[src/rtl/uart_frame_responder.sv]
// Register-access command engine behind a UART FIFO pair: parses A5-framed
// read/write requests, executes them on a small register file, answers with a 5-byte frame.
module uart_frame_responder #(
    parameter int DBIT    = 8,
    parameter int AW      = 4,
    parameter int TIMEOUT = 100000
) (
    input  logic            clk,
    input  logic            reset,
    input  logic [DBIT-1:0] r_data,
    input  logic            rx_empty,
    output logic            rd_uart,
    output logic [DBIT-1:0] W_data,
    output logic            wr_uart,
    input  logic            tx_full,
    output logic [DBIT-1:0] ctrl_reg,
    output logic            frame_done,
    output logic            frame_err
);

    localparam int NREG = 2 ** AW;
    localparam int TW   = (TIMEOUT > 2) ? $clog2(TIMEOUT) : 1;
    localparam logic [TW-1:0] TMO_LAST = TW'(TIMEOUT - 1);

    typedef enum logic [2:0] {
        IDLE, GET_CMD, GET_ADDR, GET_DATA, GET_CHK, EXEC, SEND
    } state_t;

    function automatic logic [DBIT-1:0] chk3(input logic [DBIT-1:0] a,
                                             input logic [DBIT-1:0] b,
                                             input logic [DBIT-1:0] c);
        return a ^ b ^ c;
    endfunction

    state_t          state_r, state_next_s;
    logic [DBIT-1:0] cmd_r, addr_r, data_r, chk_r;
    logic [2:0]      idx_r;
    logic [TW-1:0]   tmo_r;
    logic [DBIT-1:0] rsp_r  [5];
    logic [DBIT-1:0] regs_r [NREG];
    logic            in_get_s, pop_s, push_s, timeout_s, is_write_s;
    logic [DBIT-1:0] status_s, rdata_s;

    // FIFO handshakes; reset masks every pop and push in the reset cycle
    always_comb begin
        in_get_s  = (state_r == GET_CMD) || (state_r == GET_ADDR) ||
                    (state_r == GET_DATA) || (state_r == GET_CHK);
        pop_s     = !reset && !rx_empty && ((state_r == IDLE) || in_get_s);
        push_s    = !reset && !tx_full && (state_r == SEND);
        timeout_s = !reset && in_get_s && rx_empty && (tmo_r == TMO_LAST);
    end

    // Request validation in priority order; rdata is only meaningful on success
    always_comb begin
        is_write_s = (cmd_r == 8'h02);
        status_s   = 8'h00;
        rdata_s    = 8'h00;
        if (chk3(cmd_r, addr_r, is_write_s ? data_r : 8'h00) != chk_r) begin
            status_s = 8'h01;
        end else if ((cmd_r != 8'h01) && !is_write_s) begin
            status_s = 8'h02;
        end else if ({1'b0, addr_r} >= 9'(NREG)) begin
            status_s = 8'h03;
        end else begin
            status_s = 8'h00;
        end
        if (status_s != 8'h00) begin
            rdata_s = 8'h00;
        end else if (is_write_s) begin
            rdata_s = data_r;
        end else begin
            rdata_s = regs_r[addr_r[AW-1:0]];
        end
    end

    // Next-state logic
    always_comb begin
        state_next_s = state_r;
        case (state_r)
            IDLE:     if (pop_s && (r_data == 8'hA5)) state_next_s = GET_CMD;
                      else state_next_s = IDLE;
            GET_CMD:  if (timeout_s) state_next_s = IDLE;
                      else if (pop_s) state_next_s = GET_ADDR;
                      else state_next_s = GET_CMD;
            GET_ADDR: if (timeout_s) state_next_s = IDLE;
                      else if (pop_s) state_next_s = is_write_s ? GET_DATA : GET_CHK;
                      else state_next_s = GET_ADDR;
            GET_DATA: if (timeout_s) state_next_s = IDLE;
                      else if (pop_s) state_next_s = GET_CHK;
                      else state_next_s = GET_DATA;
            GET_CHK:  if (timeout_s) state_next_s = IDLE;
                      else if (pop_s) state_next_s = EXEC;
                      else state_next_s = GET_CHK;
            EXEC:     state_next_s = SEND;
            SEND:     if (push_s && (idx_r == 3'd4)) state_next_s = IDLE;
                      else state_next_s = SEND;
            default:  state_next_s = IDLE;
        endcase
    end

    // Output decode
    always_comb begin
        rd_uart    = pop_s;
        wr_uart    = push_s;
        W_data     = (!reset && (state_r == SEND)) ? rsp_r[idx_r] : 8'h00;
        frame_done = push_s && (idx_r == 3'd4);
        frame_err  = timeout_s || (!reset && (state_r == EXEC) && (status_s != 8'h00));
        ctrl_reg   = regs_r[0];
    end

    // State, request capture, idle timer and response latch
    always_ff @(posedge clk) begin
        if (reset) begin
            state_r <= IDLE;
            idx_r   <= 3'd0;
            tmo_r   <= '0;
            cmd_r   <= 8'h00;
            addr_r  <= 8'h00;
            data_r  <= 8'h00;
            chk_r   <= 8'h00;
            for (int i = 0; i < 5; i++) rsp_r[i] <= 8'h00;
        end else begin
            state_r <= state_next_s;
            // a GET state is only entered through a pop, so clearing on pop covers state entry
            tmo_r   <= (in_get_s && !pop_s && !timeout_s) ? tmo_r + TW'(1) : '0;
            if (pop_s) begin
                case (state_r)
                    GET_CMD:  cmd_r  <= r_data;
                    GET_ADDR: addr_r <= r_data;
                    GET_DATA: data_r <= r_data;
                    GET_CHK:  chk_r  <= r_data;
                    default:  ;
                endcase
            end
            if (state_r == EXEC) begin
                rsp_r[0] <= 8'h5A;
                rsp_r[1] <= status_s;
                rsp_r[2] <= addr_r;
                rsp_r[3] <= rdata_s;
                rsp_r[4] <= chk3(status_s, addr_r, rdata_s);
                idx_r    <= 3'd0;
            end else if (push_s) begin
                idx_r <= (idx_r == 3'd4) ? 3'd0 : idx_r + 3'd1;
            end else begin
                idx_r <= idx_r;
            end
        end
    end

    // Register file; written only by a successful write command
    always_ff @(posedge clk) begin
        if (reset) begin
            for (int i = 0; i < NREG; i++) regs_r[i] <= 8'h00;
        end else if ((state_r == EXEC) && (status_s == 8'h00) && is_write_s) begin
            regs_r[addr_r[AW-1:0]] <= data_r;
        end else begin
            regs_r <= regs_r;
        end
    end

endmodule

[config.mk]
export PLATFORM = sky130hd
export DESIGN_NAME = uart_frame_responder
export DESIGN_NICKNAME = d
export VERILOG_FILES = /design/src/rtl/uart_frame_responder.sv
export SDC_FILE = /design/constraint.sdc
export NUM_CORES = 1
export LEC_CHECK = 0
export CORE_ASPECT_RATIO = 0.9
export CORE_UTILIZATION = 55
export DETAILED_ROUTE_END_ITERATION = 8
export PLACE_DENSITY = 0.72
export SLEW_MARGIN = 20
export SYNTH_ARGS = -nofsm -noshare
export SYNTH_HDL_FRONTEND = slang
export SYNTH_SLANG_ARGS = --single-unit
[constraint.sdc]
create_clock -name clk -period 3.5 [get_ports clk]
set_input_delay 0.35 -clock clk [delete_from_list [all_inputs] [get_ports clk]]
set_output_delay 0.35 -clock clk [all_outputs]
set_load 0.005 [all_outputs]
==> flow_metrics.tcl, run 1 <==
set metrics [dict create \
    tritoncts "built" \
    detailed_place_hpwl_um 15100 \
    initial_core_util 0.561 \
    drt.antenna.violating_nets 0 \
    clockRootBuffer "sky130_fd_sc_hd__clkbuf_16" \
    biggest_area_contributors_in_the_synthesized_netlist "sky130_fd_sc_hd__dfxtp_1, sky130_fd_sc_hd__mux2i_1, sky130_fd_sc_hd__nand2b_1, sky130_fd_sc_hd__mux4_2, sky130_fd_sc_hd__edfxtp_1" \
    largest_register_ff_count 120 \
    postLayoutCoreUtil 0.628 \
    path_class "flip-flop to flip-flop" \
    cell_area_after_synthesis_mm2 0.0107 \
    layout.nets 1000 \
    dr.max_layer_used "met4" \
    number_of_synthesized_flops_with_an_enable_pin 27 \
    postSynthCellCount 980 \
    fin_crit_ns 3.33 \
    cts_hold_repair.buffers 0 \
    synth.top_cell.area_share 0.348 \
    path_clk_slew_ns 0.06 \
    detail_route.vias_per_cell 5.73 \
    num_antenna_cells 0 \
    clock_sink_count 213 \
    run_status "finished, final reports clean" \
    timing.final.setup_violations 0 \
    reg2reg_to "rsp_r[4][7]" \
    worst_ir_drop_vdd_uv 594 \
    max-cap-violations 0 \
    timing.reg2reg.worst_path_depth 13 \
    worst-path-max-fanout 12 \
    layout.filler_cells 1535 \
    cts_buffers 23 \
    ys_async_sr_fraction 0 \
    cts_buffer_depth 3 \
    final_common_cell "sky130_fd_sc_hd__dfxtp_1" \
    overflow 0 \
    drive_above_1_share 0.155 \
    ys_warn_count 0 \
    hold_path_class "primary input to flip-flop" \
    final_total_negative_setup_slack_ns 0 \
    row_count 48 \
    synthDominantAreaCellType "sky130_fd_sc_hd__dfxtp_1" \
    dr_total_vias 7167 \
    cellLeakagePower_nw 4.94 \
    power_mw 4.98 \
    cp.arrival_ns 3.65 \
    place_congestion 0.876 \
    finClkSkew_ns 0.0215 \
    setup.worst_path.end_class "flip-flop" \
    crit_path_start_kind "flip-flop" \
    timing.rr.start "cmd_r[6]" \
    global_route_wire_length_before_repair_um 37500 \
    synthesis.nets 995 \
    vias_in_the_first_global_route 6836 \
    routed_wl_um 23700 \
    detail_route.wl_per_cell_um 18.9 \
    powerDensity_mw_per_mm2 415 \
    max_transition_viols_final 0 \
    detail_route.first_pass.iterations 4 \
    synth_seq_cells 213 \
    period_share 0.951 \
    global_route.usage.total 0.239 \
    synthToLayoutAreaGrowth_pct 12.0 \
    route.layer.met1.wl_um 11400 \
    rrSetupSlack_ns 0.17 \
    grt_setup_unrepaired "false" \
    pre_cts_ws_ns 0.413 \
    dpl-instance-area_mm2 0.0111 \
    drt_drc_violations_left 0 \
    die-width_um 149 \
    clkLatencyLatePin_ns 0.52 \
    dr_wl_met2_um 11100 \
    grt_max_degree 97 \
    placement.io_buffers 31 \
    route.met3.wl_um 864 \
    timing_hold_violations_final 0 \
    seq_area_frac_synth 0.424 \
    maxClockFrequency_mhz 300 \
    design.core.area_mm2 0.0191 \
    htreeDepth 1 \
    post-route-worst-setup-slack_ns 0.171 \
    grt_antenna_before_repair 0 \
    worst_hold_path_startpoint "reset" \
    stdcell_area_mm2 0.0120 \
    die-area_mm2 0.0200 \
    worst-endpoint-required_ns 3.82 \
    dieHeight_um 134 \
    hold_end "state_r[0]" \
    worst_slew_pin_slew_ns 0.808 \
    hold-path-cell-count 2 \
    synthesis.area_per_instance_um2 10.9 \
    largest_registers "regs_r x120, rsp_r x27, tmo_r x17" \
    most-common-layout-cells "sky130_fd_sc_hd__dfxtp_1, sky130_fd_sc_hd__mux2i_1, sky130_fd_sc_hd__nand2b_1" \
    regMostFlops "regs_r" \
    synth_cell_type_count 63 \
    io_count 32 \
    drc_violation_total_after_the_first_tritonroute_iteration 407 \
    postSynth.topFlopCell "sky130_fd_sc_hd__dfxtp_1" \
    slew_headroom 0.461 \
]
cells by family after synthesis:
kind of cell             share of synthesized area
multiplexers                                 0.252
AND/OR/NAND/NOR                              0.213
XOR/XNOR                                    0.0333
adder cells (fa/ha/maj)                    0.00351
flip-flops                                   0.424
buffers and inverters                       0.0394
AO/OA/AOI/OAI                               0.0347
worst max-delay path: stages, from the launching register on:
cell and delay, ns:
sky130_fd_sc_hd__dfxtp_2 0.34, sky130_fd_sc_hd__or4_4 0.56, sky130_fd_sc_hd__or4_4 0.54, sky130_fd_sc_hd__o22ai_4 0.17, sky130_fd_sc_hd__o22a_1 0.17, sky130_fd_sc_hd__nand4_1 0.16, sky130_fd_sc_hd__buf_4 0.18, sky130_fd_sc_hd__buf_4 0.12
sky130_fd_sc_hd__buf_4 0.12, sky130_fd_sc_hd__buf_4 0.12, sky130_fd_sc_hd__buf_4 0.12, sky130_fd_sc_hd__buf_4 0.12, sky130_fd_sc_hd__buf_4 0.18, sky130_fd_sc_hd__o31ai_1 0.26
final cells by class:
class / instances / area, µm² / share of cell area
multi-input combinational: 673 / 5810 / 0.485
sequential: 213 / 4540 / 0.378
clock buffer: 31 / 606 / 0.0505
timing repair buffer: 61 / 548 / 0.0457
tap: 250 / 313 / 0.0261
clock inverter: 10 / 130 / 0.0108
inverter: 13 / 48.8 / 0.00407
worst max path at each step:
stage                         from           to  slack (ns)  cells after the start
final                     cmd_r[6]  rsp_r[4][7]        0.17                     13
after global placement    cmd_r[3]    frame_err        0.43                      7
after detailed placement  cmd_r[3]    frame_err        0.41                      7
after CTS                 cmd_r[6]    frame_err       0.004                      7
after floorplan           cmd_r[3]    frame_err        0.57                      9
after global routing      chk_r[3]  rsp_r[4][7]        0.02                     13
synthesized netlist by cell type (3+ instances only):
cell type,count
sky130_fd_sc_hd__dfxtp_1,186
sky130_fd_sc_hd__mux2i_1,172
sky130_fd_sc_hd__nand2b_1,147
sky130_fd_sc_hd__nor2_1,74
sky130_fd_sc_hd__clkbuf_1,58
sky130_fd_sc_hd__mux4_2,37
sky130_fd_sc_hd__edfxtp_1,27
sky130_fd_sc_hd__nor3_1,27
sky130_fd_sc_hd__nand2_1,25
sky130_fd_sc_hd__nand3_1,16
sky130_fd_sc_hd__xor2_1,14
sky130_fd_sc_hd__inv_1,12
sky130_fd_sc_hd__mux2_2,12
sky130_fd_sc_hd__a21oi_1,11
sky130_fd_sc_hd__buf_2,10
sky130_fd_sc_hd__nor4_1,10
sky130_fd_sc_hd__nand4_4,9
sky130_fd_sc_hd__buf_4,8
sky130_fd_sc_hd__nand4_1,8
sky130_fd_sc_hd__xor3_1,8
sky130_fd_sc_hd__nand3b_1,7
sky130_fd_sc_hd__nand4_2,6
sky130_fd_sc_hd__o21ai_0,6
sky130_fd_sc_hd__and3_1,5
sky130_fd_sc_hd__or2_2,5
sky130_fd_sc_hd__xnor2_1,5
sky130_fd_sc_hd__and2_1,4
sky130_fd_sc_hd__o211ai_1,4
sky130_fd_sc_hd__or3_1,4
sky130_fd_sc_hd__a21o_1,3
sky130_fd_sc_hd__a221oi_1,3
sky130_fd_sc_hd__a22oi_1,3
sky130_fd_sc_hd__ha_1,3
sky130_fd_sc_hd__nor2b_1,3
sky130_fd_sc_hd__nor3b_1,3
sky130_fd_sc_hd__o22ai_1,3
sky130_fd_sc_hd__o22ai_2,3
sky130_fd_sc_hd__o31ai_1,3
sky130_fd_sc_hd__or4_1,3
what timing repair did:
item                       in CTS  in global routing
resized for setup               0                 13
setup buffers                   9                  4
setup endpoints to repair       1                 11
pin swaps                       4                  4
metal layers:
| layer | GRT usage | vias to the layer above |
|---|---|---|
| met5 | 0 | - |
| met4 | 0.0465 | 0 |
| met3 | 0.0310 | 32 |
| met2 | 0.391 | 120 |
| met1 | 0.340 | 3502 |
| li1 | - | 3513 |
stage by stage:
step                      instances  hold slack (ns)
after CTS                      1248            0.103
final                          1251            0.114
after floorplan                 980            0.442
after global placement         1198            0.457
after detailed placement       1198            0.464
after global routing           1251            0.122
power breakdown:
| part | total (mW) | switching, mW | internal (mW) | leakage [nW] |
|---|---|---|---|---|
| Clock | 2.40 | 0.966 | 1.44 | 0.359 |
| Combinational | 0.0896 | 0.0474 | 0.0422 | 2.80 |
| Sequential | 2.49 | 0.00286 | 2.48 | 1.78 |
| Total | 4.98 | 1.02 | 3.96 | 4.94 |
(Power assumes the default switching activity.)
==> run 2: changes to the inputs <==
==> constraint.sdc (replaced) <==
create_clock -name clk -period 3.5 [get_ports clk]
set_input_delay 0.525 -clock clk [delete_from_list [all_inputs] [get_ports clk]]
set_output_delay 0.525 -clock clk [all_outputs]
set_load 0.005 [all_outputs]
==> flow_metrics.tcl, run 2 (synthesized netlist as in run 1, its figures left out) <==
set metrics [dict create \
    run_status "finished, final reports clean" \
    num_antenna_cells 0 \
    die-area_mm2 0.0200 \
    tritoncts "built" \
    die-width_um 149 \
    timing.final.setup_violations 0 \
    rrSetupSlack_ns 0.22 \
    groute.layer.met2.usage 0.419 \
    timing_hold_violations_final 0 \
    post-route-worst-setup-slack_ns 0.0426 \
    drt_drc_violations_left 0 \
    reg2reg_to "regs_r[7]" \
    grt_max_degree 90 \
    hold-path-cell-count 2 \
    global_route_wire_length_before_repair_um 39600 \
    detail_route.vias_per_cell 5.85 \
    worst_slew_pin_slew_ns 0.727 \
    period_share 0.988 \
    drt.antenna.violating_nets 0 \
    global_route.peak_usage_layer "met2" \
    pre_cts_ws_ns 0.244 \
    path_class "flip-flop to output pin" \
    detailed_place_hpwl_um 15400 \
    postLayoutCoreUtil 0.632 \
    initial_core_util 0.561 \
    fin_crit_ns 3.46 \
    slew_headroom 0.515 \
    powerDensity_mw_per_mm2 421 \
    drc_violation_total_after_the_first_tritonroute_iteration 498 \
    row_count 48 \
    detail_route.wl_per_cell_um 19.6 \
    drive_above_1_share 0.167 \
    global_route.usage.total 0.252 \
    clkLatencyLatePin_ns 0.52 \
    grt_setup_unrepaired "true" \
    crit_path_start_kind "flip-flop" \
    cp.arrival_ns 2.93 \
    power_mw 5.09 \
    worst_hold_path_startpoint "reset" \
    place_congestion 0.858 \
    grt.met3_usage 0.0350 \
    timing.reg2reg.worst_path_depth 9 \
    vias_in_the_first_global_route 7310 \
    io_count 32 \
    finClkSkew_ns 0.0237 \
    worst_ir_drop_vdd_uv 335 \
    setup.worst_path.end_class "output pin" \
    dp.cells 1204 \
    max_transition_viols_final 0 \
    hold_end "state_r[2]" \
    largest_register_ff_count 120 \
    synthToLayoutAreaGrowth_pct 12.8 \
    fin_cells 1257 \
    grt_antenna_before_repair 0 \
    overflow 0 \
    largest_registers "regs_r x120, rsp_r x27, tmo_r x17" \
    placement.io_buffers 31 \
    grt.met1_usage 0.342 \
    cts_buffer_depth 3 \
    hold_path_class "primary input to flip-flop" \
    detail_route.first_pass.iterations 5 \
    final_common_cell "sky130_fd_sc_hd__dfxtp_1" \
    maxClockFrequency_mhz 289 \
    cts_hold_repair.buffers 0 \
    most-common-layout-cells "sky130_fd_sc_hd__dfxtp_1, sky130_fd_sc_hd__mux2i_1, sky130_fd_sc_hd__nand2b_1" \
    clockRootBuffer "sky130_fd_sc_hd__clkbuf_16" \
    cellLeakagePower_nw 4.99 \
    worst-endpoint-required_ns 2.97 \
    htreeDepth 1 \
    max-cap-violations 0 \
    cts_buffers 23 \
    worst-path-max-fanout 4 \
    timing.rr.start "cmd_r[3]" \
    path_clk_slew_ns 0.06 \
    layout.nets 1006 \
    regMostFlops "regs_r" \
    dieHeight_um 134 \
    clock_sink_count 213 \
    design.core.area_mm2 0.0191 \
    routed_wl_um 24600 \
    dr_total_vias 7350 \
]
[run 2: cell count changes in the layout (fill, tap and decap cells not counted), sizes merged]
cell,change
inv,-1
clkinv,+3
bufinv,+1
buf,+6
clkbuf,-2
dlymetal6s2s,-1
[run 2: report_power, final]
part	total (mW)	switching (mW)	internal [mW]	leakage, nW
combinational	0.0900	0.0471	0.0430	2.82
clock	2.51	0.978	1.54	0.386
sequential	2.48	0.00285	2.48	1.78
[run 2: worst max-delay path, cell delays in order (launching register included)]
cell and delay [ns]:
sky130_fd_sc_hd__dfxtp_2 0.33, sky130_fd_sc_hd__or4_4 0.57, sky130_fd_sc_hd__or4_4 0.57, sky130_fd_sc_hd__o22ai_4 0.20, sky130_fd_sc_hd__o22a_1 0.20, sky130_fd_sc_hd__nand4_1 0.17, sky130_fd_sc_hd__a21bo_2 0.28, sky130_fd_sc_hd__clkbuf_2 0.11
[run 2: metal layers]
metal	vias to the layer above	wire, µm	share of wire
li1	3507	-	-
met5	-	0	0
met2	179	11700	0.47
met4	0	693	0.028
met3	46	1160	0.047
met1	3618	11100	0.45
[run 2: how the worst max path moves through the flow]
stage	from	endpoint	slack, ns	cells past startpoint
after floorplan	cmd_r[3]	frame_err	0.39	9
after global placement	cmd_r[3]	frame_err	0.24	7
after detailed placement	cmd_r[3]	frame_err	0.24	7
after CTS	cmd_r[6]	frame_err	0.08	7
after global routing	cmd_r[3]	frame_err	-0.03	7
final	cmd_r[3]	frame_err	0.04	7
[run 2: cell type report]
class | instances | area, µm²
Clock buffer | 28 | 614
Clock inverter | 13 | 161
Fill cell | 1571 | 7020
Inverter | 13 | 48.8
Multi-Input combinational cell | 673 | 5800
Sequential cell | 213 | 4540
Tap cell | 250 | 313
Timing Repair Buffer | 67 | 598
[run 2: what timing repair did]
item                                    4_1_cts  5_1_grt
pin swaps                                    12        5
resized for setup                            13        3
endpoints found under the setup margin        1        1
setup buffers                                10        2
[run 2: through the flow]
stage	hold slack [ns]	setup TNS, ns	instance area, µm²
6_report	0.263	0	12100
3_5_place_dp	0.464	0	11200
3_3_place_gp	0.458	0	11200
4_1_cts	0.254	0	12100
2_1_floorplan	0.442	0	10700
5_1_grt	0.273	-0.0269	12100
==> run 3: changes to the inputs <==
PLACE_DENSITY = 0.75   (was 0.72)
==> flow_metrics.tcl, run 3 (synthesized netlist as in run 1, its figures left out) <==
set metrics [dict create \
    run_status "finished with violations" \
    violations "negative setup slack" \
    finClkSkew_ns 0.00818 \
    dieHeight_um 134 \
    design.core.area_mm2 0.0191 \
    timing_hold_violations_final 0 \
    die-width_um 149 \
    area_of_the_multi_input_gates_mm2 0.00579 \
    io_count 32 \
    slew_headroom 0.493 \
    row_count 48 \
    worst-path-max-fanout 5 \
    pre_cts_ws_ns 0.256 \
    drive_above_1_share 0.147 \
    maxClockFrequency_mhz 285 \
    detail_route.wl_per_cell_um 19.1 \
    layout.filler_cells 1549 \
    largest_register_ff_count 120 \
    placement.io_buffers 31 \
    post-route-worst-setup-slack_ns -0.00758 \
    clockRootBuffer "sky130_fd_sc_hd__clkbuf_16" \
    drt.antenna.violating_nets 0 \
    dp.cells 1198 \
    slowest_delay_ns 0.57 \
    max_transition_viols_final 0 \
    regMostFlops "regs_r" \
    detailed_place_hpwl_um 15300 \
    htreeDepth 1 \
    hold-path-cell-count 2 \
    path_clk_slew_ns 0.06 \
    dpl-instance-area_mm2 0.0111 \
    drt_drc_violations_left 0 \
    clkLatencyLatePin_ns 0.50 \
    cts_buffers 23 \
    grt_max_degree 165 \
    drc_violation_total_after_the_first_tritonroute_iteration 494 \
    max-cap-violations 0 \
    powerDensity_mw_per_mm2 398 \
    power_mw 4.71 \
    die-area_mm2 0.0200 \
    detail_route.first_pass.iterations 4 \
    initial_core_util 0.561 \
    detail_route.vias_per_cell 5.85 \
    dr_total_vias 7262 \
    cts_buffer_depth 3 \
    clock_sink_count 213 \
    layout.area.seq_mm2 0.00454 \
    crit_path_start_kind "flip-flop" \
    num_antenna_cells 0 \
    cp.arrival_ns 2.98 \
    routed_wl_um 23700 \
    timing.reg2reg.worst_path_depth 8 \
    most-common-layout-cells "sky130_fd_sc_hd__dfxtp_1, sky130_fd_sc_hd__mux2i_1, sky130_fd_sc_hd__nand2b_1" \
    fin_crit_ns 3.51 \
    place_congestion 0.894 \
    stdcell_area_mm2 0.0118 \
    cpMaxStageDelayCell "sky130_fd_sc_hd__or4_4" \
    worst-endpoint-required_ns 2.97 \
    setup.worst_path.end_class "output pin" \
    final.hold.worst_slack_ns 0.319 \
    path_class "flip-flop to output pin" \
    synthToLayoutAreaGrowth_pct 10.6 \
    hold_path_class "primary input to flip-flop" \
    worst_slew_pin_slew_ns 0.761 \
    layout.nets 995 \
    postLayoutCoreUtil 0.620 \
    final_common_cell "sky130_fd_sc_hd__dfxtp_1" \
    vias_in_the_first_global_route 7135 \
    global_route.usage.total 0.241 \
    grt_antenna_before_repair 0 \
    overflow 0 \
    largest_registers "regs_r x120, rsp_r x27, tmo_r x17" \
    timing.final.setup_violations 1 \
    global_route_wire_length_before_repair_um 38200 \
    timing.critical_path.cells "or4_4 -> buf_4 -> nor4_1 -> o32ai_2 -> o22a_1 -> nand4_1 -> a21bo_2 -> clkdlybuf4s15_1" \
    period_share 1.00 \
    worst_ir_drop_vdd_uv 389 \
    fin_cells 1242 \
    final_total_negative_setup_slack_ns -0.00758 \
    tritoncts "built" \
    cellLeakagePower_nw 4.85 \
]
[run 3: final cells by class]
cell class,count,share of cell area
clock inverter,2,0.00116
tap,250,0.0264
sequential,213,0.384
inverter,13,0.00412
multi-input combinational,673,0.489
clock buffer,35,0.0524
timing repair buffer,56,0.0429
[run 3: critical path: cells and delay by family, from the launching register on]
kind | cells | cell delay (ns)
and+or+nand+nor | 3 | 1.20
buffers and inverters | 2 | 0.38
DFF | 1 | 0.34
AOI/OAI and AO/OA | 3 | 0.57
[run 3: final timing paths]
| kind | start | to | slack (ns) |
|---|---|---|---|
| worst max register to register | cmd_r[3] | regs_r[5] | 0.38 |
| worst max-delay path | cmd_r[3] | frame_err | -0.008 |
| worst min-delay path | reset | state_r[2] | 0.32 |
| worst min register to register | regs_r[2] | regs_r[2] | 0.47 |
[run 3: power breakdown]
part / switching [mW] / leakage (nW) / internal (mW) / total (mW)
registers: 0.00303 / 1.78 / 2.48 / 2.49
clock network: 0.921 / 0.306 / 1.21 / 2.13
logic: 0.0465 / 2.76 / 0.0431 / 0.0895
[run 3: timing repair]
action,in CTS,in global routing
resized for setup,4,11
hold buffers,0,0
setup buffers,4,3
pin swaps,5,8
endpoints found under the setup margin,1,1
[run 3: routing by layer]
metal  up-vias  share of wire  global-route usage
li1       3487              -                   -
met4         0          0.021              0.0663
met3        32          0.045              0.0306
met2       190           0.46               0.393
met5         -              0                   0
met1      3553           0.47               0.338
==> edit, RTL diff (flow settings as in run 2) <==
Set the parameter `TIMEOUT` to 25000 (it was 100000).
--- a/src/rtl/uart_frame_responder.sv
+++ b/src/rtl/uart_frame_responder.sv
@@ -5,3 +5,3 @@
     parameter int AW      = 4,
-    parameter int TIMEOUT = 100000
+    parameter int TIMEOUT = 25000
 ) (
Check against the original RTL: no difference found for any inputs over 4 cycles, from zero or initial values and one cycle with reset high; that may be too few to reach the edited logic, so the function may still have changed.
==> edit against run 2 <==
Via count fell by 3.1%. Cell area down 2.1%. Synthesized area shrank 3.2%. Sequential share of layout area is 0.43 points higher. Worst setup slack better by 0.036 ns. Total power rose by 1.8%. Sequential cell count shrank 2. Combinational power decreased by 2.2%. Wire length decreased by 5.3%. Clock power increased by 5%. Largest cell class unchanged. Largest power group unchanged. Highest routed layer unchanged.
==> edit: results (changes against run 2) <==
metric	value	unit	change
Post-DP Area	0.0109	mm2	-2.2%
Fin Clk Skew	0.0146	ns	-0.00911 ns
met3 usage	3.63	%	+0.13 points
Lkg Pwr	0.00428	uW	-14%
largest net degree at the start of global routing	96		+6.7%
M1 GR Usage	36.0	%	+1.8 points
synthesized area per cell	10.8	um2	-1.0%
wire length on met2	10300	um	-11%
clock-cell share of area	7.03	%	+0.60 points
net count after synthesis	973		-2.2%
Avg Vias per Cell	5.76		-1.5%
Sequential Area	0.00450	mm2	-0.96%
status	completed		
P_int	4180	uW	+2.9%
Tmin final	3.42	ns	-0.0364 ns
initial DRC count	545		+9.4%
CLK BUF	30		+7.1%
register area share after synthesis	43.4	%	+1.0 points
cell area after layout	0.0118	mm2	-2.1%
Final Net Count	990		-1.6%
Hold Path Sink	chk_r[1]		
Final HPWL DP	15200	um	-1.5%
RD Place Congestion	0.873		+1.7%
Min Hold Slack	0.386	ns	+0.123 ns
Power Total	5180	uW	+1.8%
reg2reg end	rsp_r[4][6]		
Clock Sinks	211		-0.94%
arrival time at the worst endpoint	2.90	ns	-0.03 ns
Comb. pwr	88.0	uW	-2.2%
Non-CTS buffers	74		+10%
most instantiated cells after synthesis	184 x dfxtp_1, 160 x mux2i_1, 140 x nand2b_1, 66 x nor2_1, 58 x clkbuf_1		
Slew HR	39.1	%	-12 points
layout filler cell count	1488		-5.3%
tap cells	245		-2.0%
drt total wl	23300	um	-5.3%
-- edit: cell types whose count changed after synthesis, moves of 8 or more --
cell     delta
nor3_1     -13
nand3_1    +13
nand4_4     -9
nor3_4     +10
mux2i_1    -12
a21oi_1    +10
nor2_1      -8
-- edit: cells by family after synthesis --
kind of cell | share of synthesized area, %
AND/OR/NAND/NOR | 20.3
flip-flops | 43.4
multiplexers | 24.5
buffers and inverters | 3.94
AO/OA/AOI/OAI | 3.97
XOR/XNOR | 3.53
adder cells (fa/ha/maj) | 0.362
-- edit: critical path, cell delays in order (launching register included) --
cell and delay [ns]:
dfxtp_2 0.32, or4_4 0.55, or3_4 0.43, o32a_1 0.38, a211o_1 0.33, o21ai_2 0.20
nand2_1 0.07, clkbuf_2 0.11
-- edit: what timing repair did --
action,CTS,global route
gates resized for setup,9,6
hold endpoints to repair,0,0
setup buffers,0,5
gates cloned,0,0
pin swaps,4,6
setup endpoints to repair,1,1
